==> src/rtl/wave_seq_pkg.sv <==
// rtl/wave_seq_pkg.sv - state type and sizing helpers for the byte-pattern waveform sequencer
package wave_seq_pkg;

  localparam int WS_DEPTH = 16;
  localparam int WS_WIDTH = 8;

  typedef enum logic [2:0] {
    S_IDLE,
    S_LOAD,
    S_SHIFT,
    S_PAR,
    S_DONE
  } ws_state_e;

  function automatic int ws_aw(input int depth);
    return (depth > 1) ? $clog2(depth) : 1;
  endfunction

  function automatic int ws_bw(input int width);
    return (width > 1) ? $clog2(width) : 1;
  endfunction

endpackage

==> src/rtl/wave_bit_shifter.sv <==
// rtl/wave_bit_shifter.sv - holds the current pattern byte and selects the bit (or parity) driven onto wave_out
module wave_bit_shifter
  import wave_seq_pkg::*;
#(
  parameter int WIDTH = WS_WIDTH,
  parameter int BW    = ws_bw(WIDTH)
) (
  input  logic             clk,
  input  logic             clear_n,
  input  logic             load,
  input  logic             adv,
  input  logic [WIDTH-1:0] data,
  input  logic             show_bit,
  input  logic             show_par,
  output logic [BW-1:0]    bit_sel,
  output logic             byte_last,
  output logic             wave_out
);

  logic [WIDTH-1:0] byte_reg;

  always_ff @(posedge clk or negedge clear_n) begin
    if (!clear_n) begin
      byte_reg <= '0;
      bit_sel  <= '0;
    end else if (load) begin
      byte_reg <= data;
      bit_sel  <= '0;
    end else if (adv) begin
      bit_sel <= bit_sel + BW'(1);
    end
  end

  assign byte_last = (bit_sel == BW'(WIDTH - 1));
  assign wave_out  = (show_bit & byte_reg[bit_sel]) | (show_par & (^byte_reg));

endmodule

==> src/rtl/wave_seq_ctrl.sv <==
// rtl/wave_seq_ctrl.sv - start/stop sequencer walking pattern memory and serialising bytes LSB-first
// Optional per-byte even parity bit when WAVE_SEQ_PARITY_EN is defined.
module wave_seq_ctrl
  import wave_seq_pkg::*;
#(
  parameter int DEPTH = WS_DEPTH,
  parameter int WIDTH = WS_WIDTH,
  parameter int AW    = ws_aw(DEPTH),
  parameter int BW    = ws_bw(WIDTH)
) (
  input  logic             clk,
  input  logic             clear_n,
  input  logic             start,
  input  logic             stop,
  input  logic             loop,
  input  logic [AW-1:0]    last_addr,
  output logic [AW-1:0]    mem_addr,
  input  logic [WIDTH-1:0] mem_data,
  output logic [BW-1:0]    bit_sel,
  output logic             wave_out,
  output logic             busy,
  output logic             done
);

  ws_state_e     state;
  logic [AW-1:0] len_q;
  logic [AW-1:0] next_addr;
  logic          loop_q;
  logic          byte_last;
  logic          decide;
  logic          more;
  logic          sh_load;
  logic          sh_adv;

  // mem_addr is a prefetch pointer: it reads back 0 once the final entry has been taken
  assign next_addr = (mem_addr == len_q) ? '0 : mem_addr + AW'(1);
  assign more      = (mem_addr != '0) || loop_q;

`ifdef WAVE_SEQ_PARITY_EN
  assign decide = (state == S_PAR);
`else
  assign decide = (state == S_SHIFT) && byte_last;
`endif

  assign sh_load = !stop && ((state == S_LOAD) || (decide && more));
  assign sh_adv  = !stop && (state == S_SHIFT) && !byte_last;

  always_ff @(posedge clk or negedge clear_n) begin
    if (!clear_n) begin
      state    <= S_IDLE;
      mem_addr <= '0;
      len_q    <= '0;
      loop_q   <= 1'b0;
      busy     <= 1'b0;
      done     <= 1'b0;
    end else begin
      done <= 1'b0;
      if (stop && (state != S_IDLE)) begin
        state    <= S_IDLE;
        busy     <= 1'b0;
        mem_addr <= '0;
      end else begin
        case (state)
          S_IDLE: begin
            if (start && !stop) begin
              len_q    <= last_addr;
              loop_q   <= loop;
              mem_addr <= '0;
              busy     <= 1'b1;
              state    <= S_LOAD;
            end
          end
          S_LOAD: begin
            mem_addr <= next_addr;
            state    <= S_SHIFT;
          end
          S_SHIFT: begin
`ifdef WAVE_SEQ_PARITY_EN
            if (byte_last) state <= S_PAR;
`endif
          end
          S_PAR: state <= S_SHIFT;
          S_DONE: begin
            mem_addr <= '0;
            state    <= S_IDLE;
          end
          default: state <= S_IDLE;
        endcase
        // End of a byte: reload without a bubble, or finish a one-shot run
        if (decide) begin
          if (more) begin
            mem_addr <= next_addr;
          end else begin
            state <= S_DONE;
            busy  <= 1'b0;
            done  <= 1'b1;
          end
        end
      end
    end
  end

  wave_bit_shifter #(
    .WIDTH (WIDTH),
    .BW    (BW)
  ) u_shifter (
    .clk       (clk),
    .clear_n   (clear_n),
    .load      (sh_load),
    .adv       (sh_adv),
    .data      (mem_data),
    .show_bit  (state == S_SHIFT),
    .show_par  (state == S_PAR),
    .bit_sel   (bit_sel),
    .byte_last (byte_last),
    .wave_out  (wave_out)
  );

endmodule

==> config.mk <==
export PLATFORM = sky130hd
export DESIGN_NAME = wave_seq_ctrl
export DESIGN_NICKNAME = d
export VERILOG_FILES = /design/src/rtl/wave_seq_pkg.sv /design/src/rtl/wave_bit_shifter.sv /design/src/rtl/wave_seq_ctrl.sv
export SDC_FILE = /design/constraint.sdc
export NUM_CORES = 1
export LEC_CHECK = 0
export BUFFER_PORTS_ARGS = -buffer_cell sky130_fd_sc_hd__buf_2
export CAP_MARGIN = 10
export CORE_MARGIN = 5
export CORE_UTILIZATION = 55
export CTS_BUF_LIST = sky130_fd_sc_hd__clkbuf_2
export DETAILED_ROUTE_END_ITERATION = 16
export PLACE_DENSITY = 0.89
export SYNTH_ARGS = -nofsm -noshare
export SYNTH_HDL_FRONTEND = slang
export SYNTH_SLANG_ARGS = --single-unit
==> constraint.sdc <==
create_clock -name clk -period 2.2 [get_ports clk]
set_input_delay 0.11 -clock clk [delete_from_list [all_inputs] [get_ports clk]]
set_output_delay 0.11 -clock clk [all_outputs]
set_load 0.01 [all_outputs]
# Yosys cells after proc, flatten, opt, wreduce, memory -nomap -nowiden
# Cells that the tools add are included.
[word_totals]
ff_bits = 25
[op_classes]
n_addsub = 2
magnitude_cmp = 1
eq_ne = 6
mux = 23
bitwise_logic = 4
n_reduce_logical = 18
[ops]
columns = ["op", "n"]
rows = [
  ["4-bit two-way mux", 5],
  ["3-bit two-way mux", 6],
  ["4-bit one-hot mux with 3 select lines", 1],
  ["1-bit two-way mux", 9],
  ["3-bit one-hot mux with 3 select lines", 1],
  ["8-bit XOR reduction", 1],
  ["1-bit logical AND", 7],
  ["3-bit by 2-bit == test with 1-bit output, second input constant", 2],
  ["3-bit == test, second input constant", 2],
  ["4-bit by 1-bit adder with 4-bit output, second input constant", 1],
  ["4-bit == test", 1],
  ["3-bit by 4-bit < comparator with 1-bit output, second input constant", 1],
  ["4-bit nonzero test", 1],
  ["3-bit by 1-bit adder with 3-bit output, second input constant", 1],
  ["1-bit binary-select mux with 3-bit select", 1],
  ["3-bit by 1-bit == test with 1-bit output, second input constant", 1],
  ["3-bit logical NOT", 1],
  ["3-bit AND reduction", 1],
  ["3-bit nonzero test", 1],
  ["1-bit AND", 2],
  ["1-bit logical NOT", 2],
  ["1-bit logical OR", 2],
  ["2-bit nonzero test", 1],
  ["2-bit OR reduction", 1],
  ["other kinds (2)", 2],
]

# Depth between registers and ports, before layout
[logic_depth]
depth_word = 7
depth_mapped = 7
depth_no_buf = 6

# Modules after synthesis
# Synthesis repeated with hierarchy kept, for this count alone.
[unflattened]
hier_cells = 118
hier_area_um2 = 1340.0
[modules_own_cells]
columns = ["mod", "n_inst", "cells_each", "area_per_inst_um2"]
rows = [
  ["wave_seq_ctrl", 1, 79, 772.0],
  ["wave_bit_shifter", 1, 39, 568.0],
]

# Least setup slack after synthesis
# No wires, ideal clock.
[synth_path]
path_type = "reg2reg"
startpoint = "register u_shifter.bit_sel[0]"
endpoint = "register u_shifter.byte_reg[1]"
setup_time_ns = 0.125
arrival_time_ns = 1.811
path_slack_ns = 0.264
stages_incl_launch_ff = 8
synth_period_minus_slack_ns = 1.936
cell_sequence = "dfrtp_1 > ha_1 > ha_1 > nand4bb_1 > nand2b_4 > a21oi_2 > buf_6 > mux2_4"
[synth_between]
elab_chain_len = 5
[synth_rtl]
columns = ["element", "line_no", "text"]
rows = [
  ["from (decl)", "wave_bit_shifter.sv:15", "output logic [BW-1:0] bit_sel,"],
  ["from (signal assigned)", "wave_bit_shifter.sv:30", "bit_sel <= bit_sel + BW'(1);"],
  ["3-bit == test", "wave_bit_shifter.sv:34", "assign byte_last = (bit_sel == BW'(WIDTH - 1));"],
  ["1-bit logical AND", "wave_seq_ctrl.sv:42", "assign decide = (state == S_SHIFT) && byte_last;"],
  ["1-bit logical AND", "wave_seq_ctrl.sv:45", "assign sh_load = !stop && ((state == S_LOAD) || (decide && more));"],
  ["1-bit logical OR", "wave_seq_ctrl.sv:45", ""],
  ["1-bit logical AND", "wave_seq_ctrl.sv:45", ""],
  ["to (signal assigned)", "wave_bit_shifter.sv:27", "byte_reg <= data;"],
  ["to (decl)", "wave_bit_shifter.sv:20", "logic [WIDTH-1:0] byte_reg;"],
]
# Every way passes these cells.
# A chain may end at the register's enable or synchronous reset.

# Worst setup path after layout
[layout_path]
startpoint = "register u_shifter.bit_sel[0]"
endpoint = "output wave_out"
[layout_between]
elab_chain_len = 4
[layout_rtl]
columns = ["element", "line_no", "text"]
rows = [
  ["1-bit binary-select mux with 3-bit select", "wave_bit_shifter.sv:35", "assign wave_out = (show_bit & byte_reg[bit_sel]) | (show_par & (^byte_reg));"],
  ["1-bit two-way mux (not written as such)", "wave_bit_shifter.sv:35", ""],
  ["1-bit AND", "wave_bit_shifter.sv:35", ""],
  ["1-bit bitwise OR", "wave_bit_shifter.sv:35", ""],
  ["to (decl)", "wave_seq_ctrl.sv:20", "output logic wave_out,"],
]
# Every way passes these cells. The select of a mux whose other input is x is not followed.

==> metrics.yaml <==
status:
  outcome: "finished, final reports clean"
detailed_routing:
  viasPerCell: 5.55
  wl_um: 2840
  drtIter0Drc: 4
  drcViolationCount: 0
  via_count: 1015
  drtAntennaViolNets: 0
  drtPass1Iterations: 4
  avgRoutedWirePerCell_um: 15.5
setup_path:
  r2r_slack_ns: 0.16
  r2r_cells: 7
  crit_type: "reg -> out"
  r2r_start: "mem_addr[0]"
  crit_buf_inv: 1
  crit_chain: "mux4_2 > nor2b_1 > a211oi_1 > a2111oi_0 > buf_2"
  startpoint_type: "flip-flop"
  crit_path_end_kind: "output port"
  crit_path_max_incr_delay_ns: 0.51
  critPathTopFamily: "flip-flops"
  cp.arrival_ns: 2.04
  cp.depth: 5
  crit_required_ns: 2.09
  slowest_stage: "dfrtp_2"
  crit_fanout: 5
  regToRegEndpoint: "u_shifter.byte_reg[7]"
sta:
  worst_pin_slew_ns: 0.540
  fin_crit_sh_pct: 97.6
  max_freq_mhz: 466
  post-route-min-period_ns: 2.15
  max_slew_margin_pct: 63.9
  fin_setup_tns_ns: 0
  drv_slew: 0
  rsz0062_at_grt: "no"
  hold_viol_final: 0
  setup_viol: 0
  skew_ns: 0.00666
clock_network:
  cts_buffers: 3
  cts_tree: "done"
  ctsHtreeMaxLevel: 1
  clock-sinks: 25
  clk_pin_slew_ns: 0.25
  clk_latency_ns: 0.35
  cts_max_path_buffers: 2
  cts_root_buffer: "clkbuf_2"
global_route:
  grt_max_degree: 26
  overflow: 0
  grt_pass1_vias: 1060
  antenna_found_initial: 0
  grt_pass1_wl_um: 4780
  grtUsageTotal_pct: 18.2
synth:
  ys_seq_elements: 25
  yosysSeqAreaShare_pct: 47.0
  yosys_most_used_dff: "dfrtp_1"
  synth_common_cells: "dfrtp_1 (25), xnor2_1 (11), nand3_1 (8), nor2_1 (8), mux2_4 (7)"
  synth_most_common_cell: "dfrtp_1"
  syn_inst: 109
  syn_area_per_cell_um2: 12.2
  synth_cell_type_count: 34
  async_flop_share_pct: 100
  syn-cell-area_um2: 1330
  ys.warnings.count: 0
  syn-num-nets: 130
  synth_area_leaders: "dfrtp_1 (47%), mux2_4 (7.9%), xnor2_1 (7.2%), mux2_2 (5.1%), ha_1 (3.8%)"
  synth_top_area_share_pct: 47.0
  yosysTopAreaCell: "dfrtp_1"
  synth-edff-count: 0
layout:
  postLayoutCoreUtil_pct: 74.6
  largest_reg_flops: 8
  n_antenna_cell: 0
  final_nets: 177
  drive_above_1_share_pct: 35.5
  area_growth_pct: 26.3
pwr:
  p_leak_nw: 0.778
  ir_worst_vdd_mv: 0.630
  power_density_nw_per_um2: 828
placement:
  dp_hpwl_um: 2060
  portBuffers: 26
  place_congestion: 0.795
floorplanning:
  start_util_pct: 59.0
  die_w_um: 59.2
  design.core.area_um2: 2250
  die_y_um: 59.2
  num_io_pins: 27
  rows: 17
  dieArea_um2: 3500
min_path:
  holdCritPathClass: "in -> async"
flow_run:
  maxCapViolCount: 0
[worst reg2reg max path: stages, from the launching register on]
cell      delay [ns]
dfrtp_1         0.51
inv_1           0.11
ha_1            0.17
or4b_4          0.50
nand2b_4        0.11
a21oi_2         0.06
buf_4           0.19
mux2_4          0.32
[logic make-up after synthesis]
kind of cell               after synthesis  share of synthesized area (%)
muxes                                   17                           17.9
DFF                                     25                           47.0
adders and majority gates                4                           3.76
xor gates and xnor gates                12                           7.89
and+or+nand+nor                         33                           15.4
buffers and inverters                    6                           2.26
AOI/OAI and AO/OA                       12                           5.83
[final cells by class]
class / count / area (µm²)
Multi-Input combinational cell: 78 / 676
Sequential cell: 25 / 627
Tap cell: 28 / 35.0
Clock buffer: 3 / 15.0
Inverter: 3 / 11.3
Clock inverter: 1 / 7.51
Fill cell: 163 / 573
Timing Repair Buffer: 45 / 310
[how the worst max path moves through the flow]
stage / start / end
final: u_shifter.bit_sel[0] / wave_out
after global routing: u_shifter.bit_sel[0] / wave_out
after CTS: u_shifter.bit_sel[0] / wave_out
after detailed placement: mem_addr[0] / u_shifter.byte_reg[2]
after global placement: mem_addr[0] / u_shifter.byte_reg[5]
after floorplan: u_shifter.bit_sel[0] / u_shifter.byte_reg[1]
[cells in the final DEF, fill, tap and decap left out, drive strengths merged, types with 3 or more instances in the layout]
master / synthesis / layout
a21oi: 4 / 4
dlygate4sd3: 0 / 15
mux2: 13 / 13
ha: 4 / 4
inv: 3 / 3
xnor2: 11 / 11
clkbuf: 2 / 3
dfrtp: 25 / 25
buf: 1 / 30
nand3: 8 / 8
nor2: 8 / 8
[per-stage QoR]
stage                     instances  total power, mW  instance area [µm²]  setup slack (ns)  hold slack (ns)
after floorplan                 109             1.04                 1330             0.264           -0.186
after detailed placement        163             1.18                 1500             0.208            0.135
final                           183             1.39                 1680            0.0529            0.222
after global placement          163             1.15                 1500             0.293            0.116
after global routing            183             1.49                 1680           0.00897            0.225
after CTS                       182             1.39                 1670            0.0371            0.224
[per-layer routing]
layer  up-vias  share of wire (%)  track usage [%]
met2        24                 52             28.7
met5         -                  0                0
met3         4                3.8             3.27
met4         0                1.8             11.0
met1       499                 43             23.1
li1        488                  -                -
[where the power goes]
| part | internal [mW] | switching (mW) | leakage, nW | total, mW |
|---|---|---|---|---|
| clock network | 0.0422 | 0.144 | 0.0126 | 0.187 |
| logic | 0.330 | 0.207 | 0.452 | 0.537 |
| registers | 0.556 | 0.113 | 0.313 | 0.669 |
[what timing repair did]
item,4_1_cts,5_1_grt
setup endpoints to repair,0,1
resized for setup,0,1
hold buffers,15,0
buffers inserted,0,1
hold endpoints to repair,39,0
Power figures use the tool's default switching activity.
